### config.mk
export PLATFORM = sky130hd
export DESIGN_NAME = operand_issue
export DESIGN_NICKNAME = d
export VERILOG_FILES = /design/src/rtl/operand_issue.sv
export SDC_FILE = /design/constraint.sdc
export NUM_CORES = 1
export LEC_CHECK = 0
export CORE_MARGIN = 2
export CORE_UTILIZATION = 40
export DETAILED_ROUTE_END_ITERATION = 10
export GPL_ROUTABILITY_DRIVEN = 0
export PLACE_DENSITY_LB_ADDON = 0.1
export SLEW_MARGIN = 20
export SYNTH_ARGS = -nofsm -noshare
export SYNTH_HDL_FRONTEND = slang
export SYNTH_SLANG_ARGS = --single-unit
### constraint.sdc
create_clock -name clk -period 2.45 [get_ports clk]
set_input_delay 0.49 -clock clk [delete_from_list [all_inputs] [get_ports clk]]
set_output_delay 0.49 -clock clk [all_outputs]
set_load 0.05 [all_outputs]
### src/rtl/operand_issue.sv
// Decode/issue stage ahead of execute; one-entry operand slot and a 32-bit busy scoreboard.
// Latency: 1 cycle from accepted instruction to out_valid. Backpressure: the slot holds while out_valid && !out_ready,
// and in_ready drops on a flush, on a RAW/WAW hazard, or while the slot is stalled.
module operand_issue #(
    parameter int         XLEN     = 32,
    parameter logic [4:0] ZERO_REG = 5'd31
) (
    input  logic            clk,
    input  logic            rst,
    input  logic            in_valid,
    output logic            in_ready,
    input  logic [XLEN-1:0] in_instr,
    input  logic [XLEN-1:0] in_pc,
    output logic [4:0]      rf_sa,
    output logic [4:0]      rf_sb,
    input  logic [XLEN-1:0] rf_a,
    input  logic [XLEN-1:0] rf_b,
    output logic [4:0]      rf_da,
    output logic [XLEN-1:0] rf_d,
    output logic            rf_w,
    input  logic            wb_valid,
    input  logic [4:0]      wb_rd,
    input  logic [XLEN-1:0] wb_data,
    input  logic            flush,
    output logic            out_valid,
    input  logic            out_ready,
    output logic [XLEN-1:0] out_instr,
    output logic [XLEN-1:0] out_pc,
    output logic [XLEN-1:0] out_rs1_val,
    output logic [XLEN-1:0] out_rs2_val,
    output logic [4:0]      out_rd,
    output logic            out_wr,
    output logic [31:0]     busy_mask
);

    logic [6:0]      opcode;
    logic [4:0]      rs1, rs2, rd;
    logic            use_rs1, use_rs2, writes_rd;
    logic            byp1, byp2, rdy1, rdy2, wr_new, waw, hazard_free, fire;
    logic [XLEN-1:0] val1, val2;

    logic            out_valid_q;
    logic [XLEN-1:0] out_instr_q, out_pc_q, out_rs1_q, out_rs2_q;
    logic [4:0]      out_rd_q;
    logic            out_wr_q;
    logic [31:0]     busy_q, busy_d;

    assign opcode = in_instr[6:0];
    assign rs1    = in_instr[19:15];
    assign rs2    = in_instr[24:20];
    assign rd     = in_instr[11:7];

    always_comb begin
        use_rs1   = 1'b0;
        use_rs2   = 1'b0;
        writes_rd = 1'b0;
        case (opcode)
            7'b0110011: begin use_rs1 = 1'b1; use_rs2 = 1'b1; writes_rd = 1'b1; end
            7'b0010011, 7'b0000011, 7'b1100111: begin use_rs1 = 1'b1; writes_rd = 1'b1; end
            7'b0100011, 7'b1100011: begin use_rs1 = 1'b1; use_rs2 = 1'b1; end
            7'b0110111, 7'b0010111, 7'b1101111: writes_rd = 1'b1;
            default: ;
        endcase
    end

    assign rf_sa = rs1;
    assign rf_sb = rs2;
    assign rf_da = wb_rd;
    assign rf_d  = wb_data;
    assign rf_w  = wb_valid && (wb_rd != ZERO_REG);

    // The register file only updates at the edge, so a same-cycle write-back must be bypassed.
    assign byp1 = wb_valid && (wb_rd == rs1);
    assign byp2 = wb_valid && (wb_rd == rs2);
    assign rdy1 = (rs1 == ZERO_REG) || !busy_q[rs1] || byp1;
    assign rdy2 = (rs2 == ZERO_REG) || !busy_q[rs2] || byp2;
    assign val1 = (rs1 == ZERO_REG) ? '0 : (byp1 ? wb_data : rf_a);
    assign val2 = (rs2 == ZERO_REG) ? '0 : (byp2 ? wb_data : rf_b);

    assign wr_new      = writes_rd && (rd != ZERO_REG);
    assign waw         = wr_new && busy_q[rd] && !(wb_valid && (wb_rd == rd));
    assign hazard_free = (!use_rs1 || rdy1) && (!use_rs2 || rdy2) && !waw;
    assign in_ready    = !flush && hazard_free && (!out_valid_q || out_ready);
    assign fire        = in_valid && in_ready;

    // Set beats clear: a write-back and a new issue to the same register leave it busy.
    always_comb begin
        busy_d = busy_q;
        if (wb_valid)
            busy_d[wb_rd] = 1'b0;
        if (flush && out_valid_q && out_wr_q)
            busy_d[out_rd_q] = 1'b0;
        if (fire && wr_new)
            busy_d[rd] = 1'b1;
        busy_d[ZERO_REG] = 1'b0;
    end

    always_ff @(posedge clk or negedge rst) begin
        if (!rst) begin
            out_valid_q <= 1'b0;
            out_instr_q <= '0;
            out_pc_q    <= '0;
            out_rs1_q   <= '0;
            out_rs2_q   <= '0;
            out_rd_q    <= '0;
            out_wr_q    <= 1'b0;
            busy_q      <= '0;
        end else begin
            busy_q <= busy_d;
            if (fire) begin
                out_valid_q <= 1'b1;
                out_instr_q <= in_instr;
                out_pc_q    <= in_pc;
                out_rs1_q   <= val1;
                out_rs2_q   <= val2;
                out_rd_q    <= rd;
                out_wr_q    <= wr_new;
            end else if (flush || out_ready) begin
                out_valid_q <= 1'b0;
            end
        end
    end

    assign out_valid   = out_valid_q;
    assign out_instr   = out_instr_q;
    assign out_pc      = out_pc_q;
    assign out_rs1_val = out_rs1_q;
    assign out_rs2_val = out_rs2_q;
    assign out_rd      = out_rd_q;
    assign out_wr      = out_wr_q;
    assign busy_mask   = busy_q;

endmodule

==> flow_summary_export.csv <==
group,metric,value,unit
run_status,outcome,"finished, violations left",
run_status,violations,"negative setup slack",
worst_setup_path,cp-end-kind,"output port",
worst_setup_path,r2r-start,"busy_mask[8]",
detailed_routing,firstDrtPassIters,5,
synth,ys_ff_latch,161,
grt,grt_pass1_vias,8908,
detailed_routing,num_vias,8563,
floorplanning,dieArea,24900,sq um
clocking,clk_latency,0.44,ns
timing,rsz0062_at_grt,"true",
worst_setup_path,cp-start-kind,"flip-flop",
synth,ys_seq_area_frac,0.427,
placement,placed_area,14300,sq um
clocking,cts.clk_slew.worst_paths,0.08,ns
timing,final_max_slew_viol_count,0,
power,p_leak,7.34,nW
power,ir_worst_vdd,0.000516,V
clocking,cts_tree,"yes",
grt,grt_antenna_before_repair,2,
clocking,ctsHoldBuffers,0,
timing,worst_slew_pin_slew,0.739,ns
timing,setup-violations-final,162,
detailed_routing,finalWirelength,38300,um
worst_setup_path,cp.arrival,2.57,ns
detailed_routing,viasPerCell,5.47,
synth,synth_edf_count,0,
synth,ys_top_cells_by_area,"dfrtp_1 (43%), mux2_4 (9.1%), mux2_2 (8.8%)",
synth,async_flop_share,1.00,
timing,period_share,1.25,
worst_setup_path,cp-startpoint,"busy_mask[8]",
clocking,h-tree-depth,4,
power,powerDensity,675,nW/um^2
timing,max_freq,327,MHz
timing,worst_slack,-0.611,ns
synth,yosysTopAreaCellShare,0.427,
worst_setup_path,cp.required,1.96,ns
final_layout,drive_gt1_frac,0.371,
synth,syn_nets,944,
detailed_routing,wl_per_cell,24.4,um
synth,syn-cell-area,9440,sq um
clocking,cts_root_buffer,"clkbuf_16",
floorplanning,rows,56,
worst_setup_path,crit_type,"reg2out",
timing,finClkSkew,0.0147,ns
worst_setup_path,rrSetupSlack,-0.58,ns
grt,grt_use_total,0.296,
clocking,clockBufferDepth,2,
job,drv_cap,0,
grt,gr-total-overflow,0,
grt,grt_pass1_wl,54800,um
timing,slew-limit-headroom,0.507,
clocking,cts_sinks,161,
synth,synth_flop_cell,"dfrtp_1",
synth,ys_warn_count,0,
final_layout,design_area,16200,sq um
final_layout,syn_to_final_growth,71.4,%
placement,hpwl,25800,um
timing,period_needed,3.06,ns
synth,synth_area_per_cell,12.2,sq um
synth,synth.distinct_cells,51,
detailed_routing,drtAntennaViolNets,0,
floorplanning,die_w,158,um
placement,portBuffers,385,
min_path,hold_class,"in2async",
synth,syn_inst,773,
floorplanning,start_util,0.405,
detailed_routing,first_iter_violations,645,
floorplanning,coreArea,23300,sq um
clocking,numCtsBuffers,17,
timing,hold_viol,0,
floorplanning,num_io_pins,387,
floorplanning,die-height,158,um
grt,grt_max_degree,64,
synth,synth_area_leader_cell,"dfrtp_1",
final_layout,fin_nets,1402,
worst_setup_path,worstPathMaxFanout,2,
final_layout,utilization,0.694,
detailed_routing,drc,0,
## state kept, by name (all words and copies together) (netlist names)
signal	flops
out_instr	32
out_pc	32
out_rs1_val	32
out_rs2_val	32
busy_mask	31
out_valid	1
out_wr	1
## critical path, cell delays in order (launching register included)
cell,delay (ns)
dfrtp_2,0.44
mux4_2,0.48
or4b_1,0.47
o21ai_1,0.11
nor4_2,0.06
a22oi_2,0.20
and3_4,0.23
buf_12,0.14
## per-stage QoR
| stage | cells | total power [W] | setup TNS (ns) | worst slack [ns] | hold WS (ns) |
|---|---|---|---|---|---|
| finish | 1566 | 0.0109 | -71.88 | -0.611 | 0.0481 |
| global route | 1564 | 0.0113 | -79.10 | -0.652 | 0.0820 |
| CTS | 1559 | 0.0109 | -69.22 | -0.602 | 0.0627 |
| detailed placement | 1481 | 0.00792 | -148.21 | -0.966 | 0.490 |
| global placement | 1481 | 0.00789 | -146.63 | -0.955 | 0.487 |
| floorplan | 773 | 0.00615 | -26.42 | -0.212 | 0.194 |
## area by class of cell
class                           count  area, sq um
Fill cell                        1679         7150
Timing Repair Buffer              557         6090
Multi-Input combinational cell    490         5020
Sequential cell                   161         4040
Clock buffer                       17          425
Tap cell                          319          399
Clock inverter                     15          183
Inverter                            4         15.0
Antenna cell                        3         7.51
## where the power goes
part | total, W | internal (W) | leakage [nW] | switching (W)
registers | 0.00336 | 0.00309 | 1.95 | 0.000267
logic | 0.00482 | 0.00199 | 5.09 | 0.00284
clock network | 0.00274 | 0.00139 | 0.294 | 0.00135
## metal layers
layer  global-route usage  routed length, um  vias to the layer above
met2                0.487              18600                      530
li1                     -                  -                     3745
met3               0.0942               3820                       80
met4               0.0978                920                        0
met1                0.369              14900                     4208
met5                    0                  0                        -
## Yosys cell counts, drive strengths merged, types with 2 or more instances
library cell	number
xor2	12
a21oi	3
or4	2
or3b	5
a22oi	4
a211oi	2
o41ai	31
nand2	14
o211ai	5
nand3b	15
nand3	13
nor2	77
a31oi	2
inv	4
nand4	2
a2111oi	3
nor3b	2
nand2b	3
buf	90
nor4	4
o21ai	3
dfrtp	161
nor2b	7
o221ai	32
or3	4
and3	3
clkbuf	28
and3b	2
xnor2	3
a211o	2
mux4	12
mux2	131
mux2i	83
## kinds of logic (layout without fill, tap and decap cells)
logic type      count (synthesis)  after routing  share of synthesized area
other cells                     1              4                   0.000397
flops                         161            161                      0.427
simple gates                  156            156                     0.0833
xor+xnor                       15             15                     0.0139
buf+inv                       122            593                     0.0795
compound gates                 92             92                      0.101
mux                           226            226                      0.295
## final timing paths
path	end	cells past startpoint
setup / recovery	in_ready	7
setup reg to reg	busy_mask[16]	12
hold reg to reg	out_pc[26]	1
max in group asynchronous	out_instr[18]	2
hold / removal	out_rs1_val[20]	1
min in group clk	out_instr[6]	2
## cells in the final DEF, fill, tap and decap left out, drive strengths merged, types with 6 or more instances in the layout
master / synthesis / routed
nor2: 77 / 77
inv: 4 / 12
nand2: 14 / 14
clkinv: 0 / 6
clkbuf: 28 / 19
buf: 90 / 220
mux2i: 83 / 83
dfrtp: 161 / 161
dlygate4sd2: 0 / 8
clkdlybuf4s50: 0 / 320
mux4: 12 / 12
dlymetal6s2s: 0 / 7
xor2: 12 / 12
mux2: 131 / 131
o221ai: 32 / 32
nand3b: 15 / 15
nand3: 13 / 13
o41ai: 31 / 31
nor2b: 7 / 7
## repair_timing
| item | 4_1_cts | 5_1_grt |
|---|---|---|
| endpoints found under the setup margin | 162 | 162 |
| resized for setup | 66 | 56 |
| buffers inserted | 25 | 13 |
| pin swaps | 13 | 15 |
| gates cloned | 21 | 2 |
| endpoints found under the hold margin | 0 | 0 |
No activity file was read; power rests on OpenSTA's default activity.
